[src/rtl/ex_muldiv_pkg.sv]
// ---------------------------------------------------------------------------
// ex_muldiv_pkg
// Shared definitions for the EX-stage multiply/divide unit: instruction
// function codes for the HI/LO group, the iteration FSM state type, the
// number of iteration cycles, and small decode helpers used by both the
// unit itself and its divider core.
// ---------------------------------------------------------------------------
package ex_muldiv_pkg;

  localparam logic [5:0] FUNCT_MFHI  = 6'h10;
  localparam logic [5:0] FUNCT_MTHI  = 6'h11;
  localparam logic [5:0] FUNCT_MFLO  = 6'h12;
  localparam logic [5:0] FUNCT_MTLO  = 6'h13;
  localparam logic [5:0] FUNCT_MULT  = 6'h18;
  localparam logic [5:0] FUNCT_MULTU = 6'h19;
  localparam logic [5:0] FUNCT_DIV   = 6'h1A;
  localparam logic [5:0] FUNCT_DIVU  = 6'h1B;

  localparam int ITER_CYCLES = 32;

  // Counter value seen during the final iteration cycle.
  localparam logic [4:0] LAST_ITER = 5'(ITER_CYCLES - 1);

  typedef enum logic [1:0] {
    ST_IDLE = 2'd0,
    ST_MUL  = 2'd1,
    ST_DIV  = 2'd2
  } state_e;

  // True for any of the eight HI/LO instructions (SPECIAL opcode).
  function automatic logic is_hilo(input logic [31:0] inst);
    logic [5:0] funct;
    funct = inst[5:0];
    return (inst[31:26] == 6'd0) &&
           ((funct == FUNCT_MFHI)  || (funct == FUNCT_MTHI)  ||
            (funct == FUNCT_MFLO)  || (funct == FUNCT_MTLO)  ||
            (funct == FUNCT_MULT)  || (funct == FUNCT_MULTU) ||
            (funct == FUNCT_DIV)   || (funct == FUNCT_DIVU));
  endfunction

  // True for the four iterative instructions (MULT/MULTU/DIV/DIVU).
  function automatic logic is_muldiv(input logic [31:0] inst);
    logic [5:0] funct;
    funct = inst[5:0];
    return (inst[31:26] == 6'd0) &&
           ((funct == FUNCT_MULT) || (funct == FUNCT_MULTU) ||
            (funct == FUNCT_DIV)  || (funct == FUNCT_DIVU));
  endfunction

endpackage

[src/rtl/ex_div_iter.sv]
// ---------------------------------------------------------------------------
// ex_div_iter
// Restoring unsigned divider core, one quotient bit per clock.
//
// Ports
//   clk_i        clock, rising edge
//   rst_n_i      asynchronous active-low reset (abandons any division)
//   start_i      load operands and begin a 32-step division
//   dividend_i   unsigned dividend, sampled with start_i
//   divisor_i    unsigned divisor, sampled with start_i
//   done_o       high during the last iteration cycle
//   quotient_o   quotient produced by the step taken at the coming edge
//   remainder_o  remainder produced by the step taken at the coming edge
//
// quotient_o/remainder_o are the combinational next-step values so that the
// owner can capture the final result on the same edge the last step happens,
// while done_o is high.
// ---------------------------------------------------------------------------
module ex_div_iter
  import ex_muldiv_pkg::*;
(
  input  logic        clk_i,
  input  logic        rst_n_i,
  input  logic        start_i,
  input  logic [31:0] dividend_i,
  input  logic [31:0] divisor_i,
  output logic        done_o,
  output logic [31:0] quotient_o,
  output logic [31:0] remainder_o
);

  logic        running_q;
  logic [4:0]  cnt_q;
  logic [31:0] rem_q;
  logic [31:0] quo_q;
  logic [31:0] dvs_q;

  logic [32:0] shifted;
  logic [32:0] trial;
  logic [31:0] rem_nxt;
  logic [31:0] quo_nxt;

  // One restoring step: bring down the next dividend bit (taken from the top
  // of the quotient shift register), try subtracting the divisor, and keep
  // the difference only when it did not borrow. The remainder is always
  // below the divisor, so a borrow shows up as bit 32 of the trial result.
  always_comb begin
    shifted = {rem_q, quo_q[31]};
    trial   = shifted - {1'b0, dvs_q};
    if (trial[32]) begin
      rem_nxt = shifted[31:0];
      quo_nxt = {quo_q[30:0], 1'b0};
    end else begin
      rem_nxt = trial[31:0];
      quo_nxt = {quo_q[30:0], 1'b1};
    end
  end

  // Operand load on start, then one step per cycle until the counter has
  // covered every dividend bit.
  always_ff @(posedge clk_i or negedge rst_n_i) begin
    if (!rst_n_i) begin
      running_q <= 1'b0;
      cnt_q     <= 5'd0;
      rem_q     <= 32'd0;
      quo_q     <= 32'd0;
      dvs_q     <= 32'd0;
    end else if (start_i) begin
      running_q <= 1'b1;
      cnt_q     <= 5'd0;
      rem_q     <= 32'd0;
      quo_q     <= dividend_i;
      dvs_q     <= divisor_i;
    end else if (running_q) begin
      rem_q <= rem_nxt;
      quo_q <= quo_nxt;
      cnt_q <= cnt_q + 5'd1;
      if (cnt_q == LAST_ITER) begin
        running_q <= 1'b0;
      end
    end
  end

  assign done_o      = running_q && (cnt_q == LAST_ITER);
  assign quotient_o  = quo_nxt;
  assign remainder_o = rem_nxt;

endmodule

[src/rtl/ex_muldiv.sv]
// ---------------------------------------------------------------------------
// ex_muldiv
// EX-stage multiply/divide unit owning the architectural HI/LO registers.
// MULT/MULTU use a radix-2 shift-add datapath on operand magnitudes;
// DIV/DIVU use the ex_div_iter restoring core. Both take 32 cycles, with the
// sign correction applied as the result is written to HI/LO.
//
// Ports
//   clk_i       clock, rising edge
//   rst_n_i     asynchronous active-low reset
//   ex_valid_i  EX instruction is real (not a bubble)
//   ex_inst_i   EX instruction word
//   rs_data_i   forwarded rs operand
//   rt_data_i   forwarded rt operand
//   flush_i     kill the EX instruction this cycle
//   id_inst_i   ID instruction word, for the HI/LO interlock
//   stall_o     hold PC and IF/ID, bubble into ID/EX
//   busy_o      iterative operation in progress
//   hi_o, lo_o  architectural HI/LO
//   mf_sel_o    EX result comes from this unit (MFHI/MFLO)
//   mf_data_o   HI for MFHI, LO for MFLO, zero otherwise
// ---------------------------------------------------------------------------
module ex_muldiv
  import ex_muldiv_pkg::*;
(
  input  logic        clk_i,
  input  logic        rst_n_i,
  input  logic        ex_valid_i,
  input  logic [31:0] ex_inst_i,
  input  logic [31:0] rs_data_i,
  input  logic [31:0] rt_data_i,
  input  logic        flush_i,
  input  logic [31:0] id_inst_i,
  output logic        stall_o,
  output logic        busy_o,
  output logic [31:0] hi_o,
  output logic [31:0] lo_o,
  output logic        mf_sel_o,
  output logic [31:0] mf_data_o
);

  state_e      state_q;
  logic [4:0]  cnt_q;
  logic [31:0] hi_q;
  logic [31:0] lo_q;

  logic [31:0] mcand_q;
  logic [63:0] acc_q;
  logic        prod_neg_q;

  logic [31:0] rs_q;
  logic        div_zero_q;
  logic        quo_neg_q;
  logic        rem_neg_q;

  logic [5:0]  ex_funct;
  logic        ex_special;
  logic        ex_live;
  logic        start;
  logic        div_start;
  logic        op_signed;
  logic        mt_write;
  logic [31:0] rs_mag;
  logic [31:0] rt_mag;

  logic [32:0] mul_sum;
  logic [63:0] acc_nxt;
  logic [63:0] prod_final;

  logic        div_done;
  logic [31:0] div_quo;
  logic [31:0] div_rem;
  logic [31:0] div_lo;
  logic [31:0] div_hi;

  // EX decode. Even function codes (MULT, DIV) are the signed variants.
  // Operands are reduced to magnitudes so both datapaths stay unsigned;
  // 0x80000000 negates to itself, which is its correct unsigned magnitude.
  always_comb begin
    ex_funct   = ex_inst_i[5:0];
    ex_special = (ex_inst_i[31:26] == 6'd0);
    ex_live    = ex_valid_i && !flush_i && (state_q == ST_IDLE);
    start      = ex_live && is_muldiv(ex_inst_i);
    div_start  = start && ex_funct[1];
    op_signed  = !ex_funct[0];
    mt_write   = ex_live && ex_special &&
                 ((ex_funct == FUNCT_MTHI) || (ex_funct == FUNCT_MTLO));
    rs_mag     = (op_signed && rs_data_i[31]) ? (32'd0 - rs_data_i) : rs_data_i;
    rt_mag     = (op_signed && rt_data_i[31]) ? (32'd0 - rt_data_i) : rt_data_i;
  end

  // Shift-add step: the multiplier sits in the low half of the accumulator
  // and is consumed LSB first; the partial product grows into the high half.
  // The 33-bit sum keeps the carry that is shifted down into bit 63.
  always_comb begin
    mul_sum    = {1'b0, acc_q[63:32]} + (acc_q[0] ? {1'b0, mcand_q} : 33'd0);
    acc_nxt    = {mul_sum, acc_q[31:1]};
    prod_final = prod_neg_q ? (64'd0 - acc_nxt) : acc_nxt;
  end

  ex_div_iter u_div_iter (
    .clk_i       (clk_i),
    .rst_n_i     (rst_n_i),
    .start_i     (div_start),
    .dividend_i  (rs_mag),
    .divisor_i   (rt_mag),
    .done_o      (div_done),
    .quotient_o  (div_quo),
    .remainder_o (div_rem)
  );

  // Division sign fix-up: quotient negative when operand signs differ,
  // remainder follows the dividend. Divide-by-zero bypasses the core result
  // entirely, returning all-ones and the original rs.
  always_comb begin
    if (div_zero_q) begin
      div_lo = 32'hFFFF_FFFF;
      div_hi = rs_q;
    end else begin
      div_lo = quo_neg_q ? (32'd0 - div_quo) : div_quo;
      div_hi = rem_neg_q ? (32'd0 - div_rem) : div_rem;
    end
  end

  // Main FSM. A start in IDLE latches operands and sign information; the
  // MUL and DIV states iterate until the final step, whose result lands in
  // HI/LO on the same edge the FSM returns to IDLE. MTHI/MTLO write only
  // from IDLE, so a HI/LO instruction that reaches EX while busy is ignored.
  always_ff @(posedge clk_i or negedge rst_n_i) begin
    if (!rst_n_i) begin
      state_q    <= ST_IDLE;
      cnt_q      <= 5'd0;
      hi_q       <= 32'd0;
      lo_q       <= 32'd0;
      mcand_q    <= 32'd0;
      acc_q      <= 64'd0;
      prod_neg_q <= 1'b0;
      rs_q       <= 32'd0;
      div_zero_q <= 1'b0;
      quo_neg_q  <= 1'b0;
      rem_neg_q  <= 1'b0;
    end else begin
      case (state_q)
        ST_IDLE: begin
          if (start) begin
            cnt_q <= 5'd0;
            if (div_start) begin
              state_q    <= ST_DIV;
              rs_q       <= rs_data_i;
              div_zero_q <= (rt_data_i == 32'd0);
              quo_neg_q  <= op_signed && (rs_data_i[31] ^ rt_data_i[31]);
              rem_neg_q  <= op_signed && rs_data_i[31];
            end else begin
              state_q    <= ST_MUL;
              mcand_q    <= rt_mag;
              acc_q      <= {32'd0, rs_mag};
              prod_neg_q <= op_signed && (rs_data_i[31] ^ rt_data_i[31]);
            end
          end else if (mt_write) begin
            if (ex_funct == FUNCT_MTHI) begin
              hi_q <= rs_data_i;
            end else begin
              lo_q <= rs_data_i;
            end
          end
        end
        ST_MUL: begin
          acc_q <= acc_nxt;
          if (cnt_q == LAST_ITER) begin
            hi_q    <= prod_final[63:32];
            lo_q    <= prod_final[31:0];
            cnt_q   <= 5'd0;
            state_q <= ST_IDLE;
          end else begin
            cnt_q <= cnt_q + 5'd1;
          end
        end
        ST_DIV: begin
          if (div_done) begin
            hi_q    <= div_hi;
            lo_q    <= div_lo;
            cnt_q   <= 5'd0;
            state_q <= ST_IDLE;
          end else begin
            cnt_q <= cnt_q + 5'd1;
          end
        end
        default: begin
          state_q <= ST_IDLE;
          cnt_q   <= 5'd0;
        end
      endcase
    end
  end

  // Outputs. The interlock also covers the start cycle itself, so an HI/LO
  // instruction in ID never overtakes the operation that is just launching.
  always_comb begin
    busy_o   = (state_q != ST_IDLE);
    stall_o  = is_hilo(id_inst_i) && (busy_o || start);
    mf_sel_o = ex_valid_i && ex_special &&
               ((ex_funct == FUNCT_MFHI) || (ex_funct == FUNCT_MFLO));
    if (!mf_sel_o) begin
      mf_data_o = 32'd0;
    end else if (ex_funct == FUNCT_MFHI) begin
      mf_data_o = hi_q;
    end else begin
      mf_data_o = lo_q;
    end
  end

  assign hi_o = hi_q;
  assign lo_o = lo_q;

endmodule

[config.mk]
export PLATFORM = sky130hd
export DESIGN_NAME = ex_muldiv
export DESIGN_NICKNAME = d
export VERILOG_FILES = /design/src/rtl/ex_muldiv_pkg.sv /design/src/rtl/ex_div_iter.sv /design/src/rtl/ex_muldiv.sv
export SDC_FILE = /design/constraint.sdc
export NUM_CORES = 1
export LEC_CHECK = 0
export CAP_MARGIN = 20
export CORE_AREA = 2 2 234 236
export CTS_BUF_LIST = sky130_fd_sc_hd__clkbuf_16
export DETAILED_ROUTE_END_ITERATION = 8
export DIE_AREA = 0 0 236 238
export HOLD_SLACK_MARGIN = 0.1
export RECOVER_POWER = 25
export SYNTH_ARGS = -nofsm -noshare
export SYNTH_HDL_FRONTEND = slang
export SYNTH_SLANG_ARGS = --single-unit
[constraint.sdc]
create_clock -name clk_i -period 8.2 [get_ports clk_i]
set_input_delay 1.23 -clock clk_i [delete_from_list [all_inputs] [get_ports clk_i]]
set_output_delay 1.23 -clock clk_i [all_outputs]
set_load 0.005 [all_outputs]
==> metrics.yaml <==
critPathKind: "flip-flop to flip-flop"
syn-mean-instance-area_sq_um: 8.03
cap_viol_max_count: 3
ys_ff_latch: 305
drt-initial-drc-count: 2189
finalCritPeriodShare: 0.777
setup_ws_ps: 1830
cts_setup_buffers: 0
synth_nets: 3062
initial_utilization: 0.428
ctsResizeCount: 0
clk_pin_slew_ps: 60
finalNetCount: 3149
die_y_um: 238
synth-edff-count: 0
wl_per_cell_um: 23.4
skew_ps: 28.1
chipWidth_um: 236
coreArea_sq_um: 53500
num_rows: 85
grtUsageMet2: 0.475
dp_hpwl_um: 64000
synthArstFlopShare: 1.00
place_congestion: 0.955
postCtsHoldBufs: 0
hold_class: "flip-flop to flip-flop"
met3_usage: 0.0346
io_buffers: 187
p_leak_nw: 10.4
synthDominantCellAreaShare: 0.333
critPathCaptureType: "flip-flop"
synth.area.top_cells: "dfrtp_1, nand2_1, o21ai_0"
top_usage_layer: "met2"
placedCellCount: 3591
rsz0062_at_grt: "false"
pin_count: 231
vdd_drop_max_v: 0.000149
routed_via_density: 6.16
cts_tree: "yes"
cp.arrival_ps: 6870
report.final.slew_viol_count: 208
hold_slack_ps: 476
fin_cells: 3665
grtUsageMet1: 0.415
r2r_slack_ps: 1830
maxSlewHeadroom: -1.80
max_freq_mhz: 157
drc: 0
dp_slack_ps: 2000
drt_wl_total_um: 85700
drive_gt1_frac: 0.0620
ys_warn_count: 0
cts_buffer_depth: 3
netlist_area_sq_um: 22900
path_max_fanout: 6
critPathLaunchType: "flip-flop"
grt-ovfl-total: 0
clock_sinks: 305
finalCriticalPeriod_ps: 6370
seq_area_frac_synth: 0.333
track_usage: 0.301
antenna_found_initial: 3
worst_pin_slew_ps: 4200
synth-main-ff-cell: "dfrtp_1"
setup_tns_ps: 0
cp.required_ps: 8700
clkLatencyLatePin_ps: 580
first_pass_iters: 5
power.density_nw_per_um2: 144
vias: 22590
synthDistinctLibCells: 86
cts_buffers: 41
cts_root_buf: "clkbuf_16"
violations: "capacitance limit, slew limit"
total_power_mw: 3.82
hold_viol: 0
setup_viol: 0
regArea_sq_um: 7640
synth_largest_area_cell: "dfrtp_1"
multiInputGateArea_sq_um: 14400
htreeDepth: 2
areaGrowthSynthToFinish_pct: 16.3
antenna_left: 0
grt_pass1_vias: 21618
grt_max_degree: 179
status: "complete, but fails checks"
syn_inst: 2851
die_area_sq_um: 56200
grt_pass1_wl_um: 131000
nFillCells: 5121
## layer usage
layer  share of wire  up-vias
li1                -    10549
met1            0.44    10966
met2            0.45      899
met3           0.062      176
met4           0.047        0
met5               0        -
## cells by family (layout without fill, tap and decap cells)
group,count (synthesis),in the layout,synth area share
xor gates and xnor gates,220,220,0.0841
DFF,305,305,0.333
and+or+nand+nor,1014,1014,0.206
AOI/OAI and AO/OA,907,907,0.259
buffers and inverters,255,371,0.0420
other,0,2,0
muxes,71,71,0.0318
adders and majority gates,79,79,0.0438
## cell type report
| cell class | count | area share |
|---|---|---|
| multi-input combinational | 2291 | 0.539 |
| sequential | 305 | 0.287 |
| timing repair buffer | 225 | 0.0810 |
| clock buffer | 42 | 0.0394 |
| tap | 696 | 0.0327 |
| inverter | 74 | 0.0104 |
| clock inverter | 30 | 0.0101 |
| antenna | 2 | 0.000188 |
## critical path: stages (launching register included)
cell	delay (ps)
dfrtp_1	400
inv_1	100
ha_1	190
inv_1	60
fa_1	480
a211oi_1	300
o211ai_1	260
nand3_1	160
a31oi_1	180
nor4_2	650
nor2_4	40
inv_2	200
nor2_1	60
a21oi_1	300
ha_1	320
nand3_1	130
or3_1	360
a211oi_1	260
a41oi_1	160
or4b_1	730
and3_1	240
or4_1	490
a21oi_1	160
## layout by cell type (no fill, tap or decap), types with 18 or more instances in the layout
cell / synthesis / layout
buf_4: 1 / 33
inv_1: 72 / 80
and2_1: 49 / 49
nand2b_1: 24 / 24
nand3_1: 55 / 55
xnor2_1: 145 / 145
a211oi_1: 60 / 60
mux2i_1: 57 / 57
nor2_1: 266 / 265
a221oi_1: 24 / 24
a21o_1: 49 / 48
o31ai_1: 68 / 68
dfrtp_1: 305 / 302
o221a_2: 32 / 32
clkbuf_16: 0 / 42
clkdlybuf4s50_1: 0 / 186
ha_1: 77 / 75
nor3_1: 62 / 61
o22ai_1: 30 / 30
nand2_1: 381 / 378
a31oi_1: 24 / 24
o211ai_1: 28 / 28
nor4_1: 26 / 25
a21oi_1: 191 / 191
o21ai_0: 266 / 266
or3_1: 27 / 27
xor2_1: 75 / 75
nor2b_1: 18 / 18
## stage by stage
step	area, sq um	util
final	26700	0.498
after detailed placement	25300	0.474
after global placement	25300	0.474
after global routing	26600	0.498
after floorplan	22900	-
after CTS	26700	0.498
## registers in the layout (all words and copies together), names as in the netlist, 32 cells and up
name and flops:
acc_q 64, hi_o 32, lo_o 32, mcand_q 32, rs_q 32, u_div_iter.dvs_q 32
u_div_iter.quo_q 32, u_div_iter.rem_q 32
## path summary, 6_finish.rpt
kind / from / to / depth (start not counted)
worst min register to register: mcand_q[31] / mcand_q[31] / 2
worst min-delay path: mcand_q[31] / mcand_q[31] / 2
max in group asynchronous: rst_n_i / prod_neg_q / 2
min in group asynchronous: rst_n_i / hi_o[7] / 1
worst max register to register: u_div_iter.quo_q[31] / hi_o[28] / 22
worst max-delay path: u_div_iter.quo_q[31] / hi_o[28] / 22
## power breakdown
| part | total [mW] | internal (mW) | switching [mW] |
|---|---|---|---|
| Clock | 1.78 | 1.06 | 0.726 |
| Combinational | 0.439 | 0.181 | 0.258 |
| Sequential | 1.60 | 1.55 | 0.0563 |
| Total | 3.82 | 2.79 | 1.04 |
## synthesized netlist by cell type, types with 6 or more instances
master,count
nand2_1,381
dfrtp_1,305
nor2_1,266
o21ai_0,266
a21oi_1,191
clkbuf_1,170
xnor2_1,145
ha_1,77
xor2_1,75
inv_1,72
o31ai_1,68
nor3_1,62
a211oi_1,60
mux2i_1,57
nand3_1,55
a21o_1,49
and2_1,49
o221a_2,32
o22ai_1,30
o211ai_1,28
or3_1,27
nor4_1,26
a221oi_1,24
a31oi_1,24
nand2b_1,24
nor2b_1,18
nand4_1,17
o41ai_1,17
and3_1,16
or4_1,16
a22o_1,15
mux2_2,14
and4_1,9
buf_1,9
o2111ai_1,9
o31a_1,9
or2_2,8
a2111oi_0,7
a21boi_0,7
a41oi_1,7
nand3b_1,7
nor3b_1,7
a311oi_1,6
o21a_1,6
Power figures use the tool's default switching activity.
